$ cat src/rtl/board_pkg.sv
// Shared constants, state encoding and helpers for the 6x6 card board.
package board_pkg;

   localparam int unsigned CELLS    = 36;
   localparam int unsigned COLS     = 6;
   localparam int unsigned ROWS     = 6;
   localparam int unsigned COLOUR_W = 8;
   localparam int unsigned IDX_W    = 6;
   localparam int unsigned LFSR_W   = 16;
   localparam int unsigned VIEW_W   = 14;

   localparam logic [LFSR_W-1:0] LFSR_TAPS = 16'hB400;

   typedef enum logic [1:0] {
      FILL    = 2'd0,
      SHUFFLE = 2'd1,
      PLAY    = 2'd2,
      CLEARED = 2'd3
   } state_t;

   // Number of set bits in a 36-cell mask.
   function automatic logic [IDX_W-1:0] popcount36(input logic [CELLS-1:0] v);
      logic [IDX_W-1:0] n;
      n = '0;
      for (int i = 0; i < int'(CELLS); i++) begin
         n = n + IDX_W'(v[i]);
      end
      return n;
   endfunction

endpackage

$ cat src/rtl/board_lfsr.sv
// 16-bit Galois LFSR; value_c shows the loaded seed in the same cycle as load.
module board_lfsr
   import board_pkg::*;
(
   input  logic              clk,
   input  logic              rst,
   input  logic              load,
   input  logic              step,
   input  logic [7:0]        seed_val,
   output logic [VIEW_W-1:0] value_c
);

   logic [LFSR_W-1:0] state_q;
   logic [LFSR_W-1:0] cur;
   logic [LFSR_W-1:0] nxt;

   // Current value (seed overrides register on load) and its successor.
   always_comb begin
      cur = load ? {8'h00, seed_val} : state_q;
      nxt = cur;
      if (step) begin
         nxt = {1'b0, cur[LFSR_W-1:1]} ^ (cur[0] ? LFSR_TAPS : '0);
      end
   end

   assign value_c = cur[VIEW_W-1:0];

   // LFSR register; reset value is any non-zero state.
   always_ff @(posedge clk or posedge rst) begin
      if (rst) state_q <= LFSR_W'(1);
      else     state_q <= nxt;
   end

endmodule

$ cat src/rtl/card_board.sv
// Card board storage, shuffle, cursor/selection owner and matcher-verdict sink.
module card_board
   import board_pkg::*;
#(
   parameter int unsigned         SHUFFLE_SWAPS = 64,
   parameter logic [COLOUR_W-1:0] SEED_DEFAULT  = 8'hA5
) (
   input  logic             clk,
   input  logic             rst,
   input  logic             new_game,
   input  logic [7:0]       seed,
   input  logic             btn_up,
   input  logic             btn_down,
   input  logic             btn_left,
   input  logic             btn_right,
   input  logic             btn_sel,
   input  logic             en_input,
   input  logic             ms,
   input  logic             mf,
   input  logic [IDX_W-1:0] addr,
   output logic [2:0]       r,
   output logic [2:0]       g,
   output logic [1:0]       b,
   output logic [CELLS-1:0] sel_bus,
   output logic [CELLS-1:0] hidden_bus,
   output logic [IDX_W-1:0] cursor,
   output logic             ready,
   output logic             cleared
);

   localparam int unsigned      J_W        = $clog2(SHUFFLE_SWAPS + 1);
   localparam logic [CELLS-1:0] ALL_HIDDEN = '1;

   state_t               state, state_d;
   logic [COLOUR_W-1:0]  colour [CELLS];
   logic [IDX_W-1:0]     k;
   logic [J_W-1:0]       j;
   logic                 seed_pend, ms_q, mf_q;
   logic                 lfsr_load, lfsr_step;
   logic [VIEW_W-1:0]    lfsr_c;
   logic [7:0]           seed_eff;
   logic [COLOUR_W-1:0]  fill_col;
   logic [IDX_W-1:0]     swap_i, swap_p, col_c, cursor_d;
   logic                 ms_rise, mf_rise, fill_last, shuffle_last, served;

   assign seed_eff     = (seed == 8'h00) ? SEED_DEFAULT : seed;
   assign fill_col     = (lfsr_c[7:0] == 8'h00) ? 8'hFF : lfsr_c[7:0];
   assign swap_i       = lfsr_c[5:0] % IDX_W'(CELLS);
   assign swap_p       = lfsr_c[13:8] % IDX_W'(CELLS);
   assign ms_rise      = ms & ~ms_q;
   assign mf_rise      = mf & ~mf_q;
   assign fill_last    = (k == IDX_W'(CELLS - 1));
   assign shuffle_last = (j == J_W'(SHUFFLE_SWAPS - 1));
   assign served       = (state == PLAY) || (state == CLEARED);
   assign col_c        = cursor % IDX_W'(COLS);

   board_lfsr u_lfsr (
      .clk      (clk),
      .rst      (rst),
      .load     (lfsr_load),
      .step     (lfsr_step),
      .seed_val (seed_eff),
      .value_c  (lfsr_c)
   );

   // State register.
   always_ff @(posedge clk or posedge rst) begin
      if (rst) state <= FILL;
      else     state <= state_d;
   end

   // Next state and LFSR control; new_game overrides everything.
   always_comb begin
      state_d   = state;
      lfsr_load = 1'b0;
      lfsr_step = 1'b0;
      if (new_game) begin
         state_d   = FILL;
         lfsr_load = 1'b1;
      end else begin
         case (state)
            FILL: begin
               lfsr_load = seed_pend;
               lfsr_step = ~k[0];
               if (fill_last) state_d = SHUFFLE;
            end
            SHUFFLE: begin
               lfsr_step = 1'b1;
               if (shuffle_last) state_d = PLAY;
            end
            PLAY:    if (hidden_bus == ALL_HIDDEN) state_d = CLEARED;
            default: state_d = state;
         endcase
      end
   end

   // Saturating cursor move, priority up > down > left > right.
   always_comb begin
      cursor_d = cursor;
      if (btn_up) begin
         if (cursor >= IDX_W'(COLS)) cursor_d = cursor - IDX_W'(COLS);
      end else if (btn_down) begin
         if (cursor < IDX_W'(CELLS - COLS)) cursor_d = cursor + IDX_W'(COLS);
      end else if (btn_left) begin
         if (col_c != '0) cursor_d = cursor - IDX_W'(1);
      end else if (btn_right) begin
         if (col_c != IDX_W'(COLS - 1)) cursor_d = cursor + IDX_W'(1);
      end
   end

   // Colour store: pair fill, then one two-cell swap per shuffle cycle.
   always_ff @(posedge clk) begin
      if (!new_game) begin
         if (state == FILL) begin
            colour[k] <= k[0] ? colour[k - IDX_W'(1)] : fill_col;
         end else if (state == SHUFFLE && swap_i != swap_p) begin
            colour[swap_i] <= colour[swap_p];
            colour[swap_p] <= colour[swap_i];
         end
      end
   end

   // Read port, counters, selection/hidden masks and status flags.
   always_ff @(posedge clk or posedge rst) begin
      if (rst) begin
         k          <= '0;
         j          <= '0;
         seed_pend  <= 1'b1;
         ms_q       <= 1'b0;
         mf_q       <= 1'b0;
         {r, g, b}  <= '0;
         sel_bus    <= '0;
         hidden_bus <= ALL_HIDDEN;
         cursor     <= '0;
         ready      <= 1'b0;
         cleared    <= 1'b0;
      end else begin
         ms_q      <= ms;
         mf_q      <= mf;
         seed_pend <= 1'b0;
         if (served && addr < IDX_W'(CELLS)) {r, g, b} <= colour[addr];
         else                                {r, g, b} <= '0;
         if (new_game) begin
            k          <= '0;
            j          <= '0;
            sel_bus    <= '0;
            hidden_bus <= ALL_HIDDEN;
            cursor     <= '0;
            ready      <= 1'b0;
            cleared    <= 1'b0;
         end else begin
            case (state)
               FILL: begin
                  k <= fill_last ? '0 : k + IDX_W'(1);
                  j <= '0;
               end
               SHUFFLE: begin
                  j <= j + J_W'(1);
                  if (shuffle_last) begin
                     hidden_bus <= '0;
                     sel_bus    <= '0;
                     cursor     <= '0;
                     ready      <= 1'b1;
                  end
               end
               PLAY: begin
                  if (hidden_bus == ALL_HIDDEN) begin
                     cleared <= 1'b1;
                  end else begin
                     cursor <= cursor_d;
                     if (ms_rise) begin
                        hidden_bus <= hidden_bus | sel_bus;
                        sel_bus    <= '0;
                     end else if (mf_rise) begin
                        sel_bus <= '0;
                     end else if (btn_sel && en_input && !hidden_bus[cursor]) begin
                        if (sel_bus[cursor])                     sel_bus[cursor] <= 1'b0;
                        else if (popcount36(sel_bus) < IDX_W'(2)) sel_bus[cursor] <= 1'b1;
                     end
                  end
               end
               default: ;
            endcase
         end
      end
   end

endmodule

$ cat config.mk
export PLATFORM = sky130hd
export DESIGN_NAME = card_board
export DESIGN_NICKNAME = d
export VERILOG_FILES = /design/src/rtl/board_pkg.sv /design/src/rtl/board_lfsr.sv /design/src/rtl/card_board.sv
export SDC_FILE = /design/constraint.sdc
export NUM_CORES = 1
export LEC_CHECK = 0
export BUFFER_PORTS_ARGS = -buffer_cell sky130_fd_sc_hd__buf_4
export CORE_MARGIN = 1
export CORE_UTILIZATION = 33
export DETAILED_ROUTE_END_ITERATION = 8
export PLACE_DENSITY_LB_ADDON = 0.1
export SYNTH_ARGS = -nofsm -noshare
export SYNTH_HDL_FRONTEND = slang
export SYNTH_SLANG_ARGS = --single-unit
$ cat constraint.sdc
create_clock -name clk -period 6.6 [get_ports clk]
set_input_delay 0.66 -clock clk [delete_from_list [all_inputs] [get_ports clk]]
set_output_delay 0.66 -clock clk [all_outputs]
set_load 0.01 [all_outputs]
==> impl_metrics.env <==
export IMPL_ys_warn_count=0
export IMPL_layout_commonest_cell="nand2_1"
export IMPL_netlist_area_um2=30500
export IMPL_crit_path_max_incr_delay_ns=0.97
export IMPL_grt_overflow_total=0
export IMPL_initial_core_util_pct=33.3
export IMPL_tightest_slew_ns=1.36
export IMPL_area_delta_synth_final_pct=12.8
export IMPL_grt_pass1_wl_um=204000
export IMPL_reg2reg_depth=19
export IMPL_crit_fanout=36
export IMPL_final_layout_size_suffix_gt1_share_pct=21.4
export IMPL_required_ns=7.14
export IMPL_r2r_slack_ns=0.48
export IMPL_dp_hpwl_um=103000
export IMPL_finalHoldViolCount=0
export IMPL_cts_made_buffers=52
export IMPL_crit_buf_inv=4
export IMPL_antenna_found_initial=2
export IMPL_route_detailed_drc=0
export IMPL_rsz0062_at_grt="no"
export IMPL_tritoncts="done"
export IMPL_cts_root_buffer="clkbuf_16"
export IMPL_htreeDepth=2
export IMPL_start_kind="flop"
export IMPL_worst_r2r_startpoint="sel_bus[17]"
export IMPL_ys_seq_elements=410
export IMPL_drt_pass1_iterations=6
export IMPL_cp_top_family="adder cells"
export IMPL_hold_path_class="in -> async"
export IMPL_crit_path_top_delay_cell="o21ai_2"
export IMPL_final_cell_mix="nand2_1, edfxtp_1, buf_4, mux4_2"
export IMPL_period_needed_ns=6.12
export IMPL_gr_usage_all_layers_pct=30.3
export IMPL_synth_edf_count=288
export IMPL_nets=3179
export IMPL_fmax_mhz=163
export IMPL_clk_pin_slew_worst_paths_ns=0.07
export IMPL_end_kind="flop"
export IMPL_max_slew_margin_pct=9.23
export IMPL_grt_max_degree=51
export IMPL_cp_cell_sequence="fa_1 > inv_1 > fa_1 > inv_1 > fa_1 > fa_1 > inv_1 > fa_1 > fa_1 > inv_1 > fa_1 > nand3_1 > o21ai_0 > and3_1 > nor2_1 > nor2_1 > o21ai_2 > o21ai_0 > o21ai_0"
export IMPL_wl_per_cell_um=33.3
export IMPL_antenna_cells=0
export IMPL_worstReg2RegEnd="sel_bus[12]"
export IMPL_arrival_ns=6.66
export IMPL_postCtsHoldBufs=0
export IMPL_clk_insertion_delay_late_ns=0.64
export IMPL_finalMaxSlewViolations=0
export IMPL_place_gp_congestion=0.996
export IMPL_core_um2=91500
export IMPL_grt_pass1_vias=26000
export IMPL_ys_async_sr_fraction_pct=29.8
export IMPL_drt_iter0_markers=4047
export IMPL_vias_per_cell=6.43
export IMPL_finalCritPeriodShare_pct=92.7
export IMPL_status="completed"
export IMPL_path_class="reg -> reg"
export IMPL_dr_total_vias=27900
export IMPL_cts_sinks=410
export IMPL_cap_viol_max_count=0
export IMPL_critPathLaunch="sel_bus[17]"
export IMPL_synth_distinct_cells=99
export IMPL_syn_instance_count=3071
export IMPL_die_area_um2=93600
export IMPL_syn_area_per_cell_um2=9.93
export IMPL_post_cts_setup_buffers=0
export IMPL_cts_resized=0
export IMPL_peakVddDrop_uv=262
export IMPL_syn_num_nets=3149
export IMPL_setup_violations=0
export IMPL_placement_rows=111
export IMPL_ios=113
export IMPL_clk_path_buf_depth=3
export IMPL_antenna_left=0
export IMPL_p_leak_nw=13.1
export IMPL_finalSetupTns_ns=0
export IMPL_die_w_um=306
export IMPL_power_density_nw_per_um2=374
export IMPL_seq_area_frac_synth_pct=38.5
export IMPL_final_util_pct=37.6
export IMPL_wirelength_um=144000
export IMPL_port_buffers=112
export IMPL_cp_common_cell="fa_1"
export IMPL_synth_ff_type="edfxtp_1"
export IMPL_fin_skew_ns=0.0332
export IMPL_die_h_um=306
[sequential cells by signal, indices dropped and copies added (netlist names)]
name	cells
colour	288
hidden_bus	36
sel_bus	36
u_lfsr.state_q	16
j	7
cursor	6
k	6
g	3
r	3
b	2
state	2
cleared	1
mf_q	1
ms_q	1
ready	1
seed_pend	1
[kinds of logic (layout without fill, tap and decap cells)]
family                     Yosys count  count (layout)  share of synthesized area, %
and+or+nand+nor                   1025            1025                          15.0
AOI/OAI and AO/OA                  861             861                          17.5
DFF                                410             410                          38.5
muxes                              360             360                          20.2
buffers and inverters              345             417                          5.34
adders and majority gates           53              53                          2.89
xor gates and xnor gates            16              16                         0.460
other                                1               1                        0.0123
[worst max-delay path by stage]
stage | endpoint | slack [ns] | depth (start not counted)
global route | sel_bus[19] | 0.13 | 19
global placement | sel_bus[19] | 0.50 | 19
finish | sel_bus[12] | 0.48 | 19
CTS | sel_bus[12] | 0.51 | 19
detailed placement | sel_bus[12] | 0.52 | 19
floorplan | sel_bus[11] | 1.35 | 20
[power by group]
group          switching, mW  internal, mW
combinational           4.13          2.20
clock                   1.25          1.63
sequential             0.274          3.37
total                   5.65          7.20
[final cells by class]
class	instances	area [µm²]
Clock buffer	68	1490
Multi-Input combinational cell	2316	17300
Fill cell	8996	57100
Inverter	68	258
Timing Repair Buffer	253	1950
Clock inverter	28	196
Tap cell	1186	1480
Sequential cell	410	11800
[cell usage after synthesis (all sizes together), types with 13 or more instances]
cell | number | area share [%]
nand2b | 16 | 0.33
a21oi | 192 | 3.3
ha | 24 | 0.98
mux4 | 202 | 15
and3 | 18 | 0.39
nor2 | 143 | 1.9
nor3 | 25 | 0.46
a221oi | 13 | 0.37
mux2i | 133 | 4.4
o22ai | 20 | 0.41
nand2 | 590 | 7.4
a222oi | 21 | 0.69
dfstp | 38 | 3.3
clkbuf | 134 | 1.7
fa | 29 | 1.9
edfxtp | 288 | 28
a31oi | 44 | 0.90
a22oi | 16 | 0.39
o22a | 24 | 0.69
nand4 | 15 | 0.31
nor2b | 31 | 0.64
inv | 68 | 0.84
nand3 | 130 | 2.1
o21a | 33 | 0.81
buf | 143 | 2.8
o21ai | 370 | 6.1
o31ai | 14 | 0.51
dfrtp | 84 | 6.9
mux2 | 25 | 0.95
a211oi | 25 | 0.63
[metal layers]
| metal | vias to the layer above | share of wire, % | routed length (µm) | global-route usage [%] |
|---|---|---|---|---|
| met2 | 1993 | 43 | 61600 | 44.4 |
| li1 | 11600 | - | - | - |
| met4 | 4 | 4.4 | 6320 | 11.7 |
| met1 | 13900 | 41 | 59500 | 42.1 |
| met5 | - | 0.017 | 24 | 0 |
| met3 | 300 | 12 | 17000 | 8.53 |
[per-stage QoR]
step	instance area (µm²)	power, mW	setup slack [ns]	hold WS [ns]	std cells
5_1_grt	34400	13.3	0.134	0.0338	4329
3_3_place_gp	32700	9.75	0.504	0.487	4233
3_5_place_dp	32700	9.81	0.521	0.491	4233
2_1_floorplan	30500	7.43	1.35	0.468	3071
6_report	34400	12.9	0.482	0.0297	4329
4_1_cts	34400	12.7	0.508	0.0180	4329
Power figures use the tool's default switching activity.
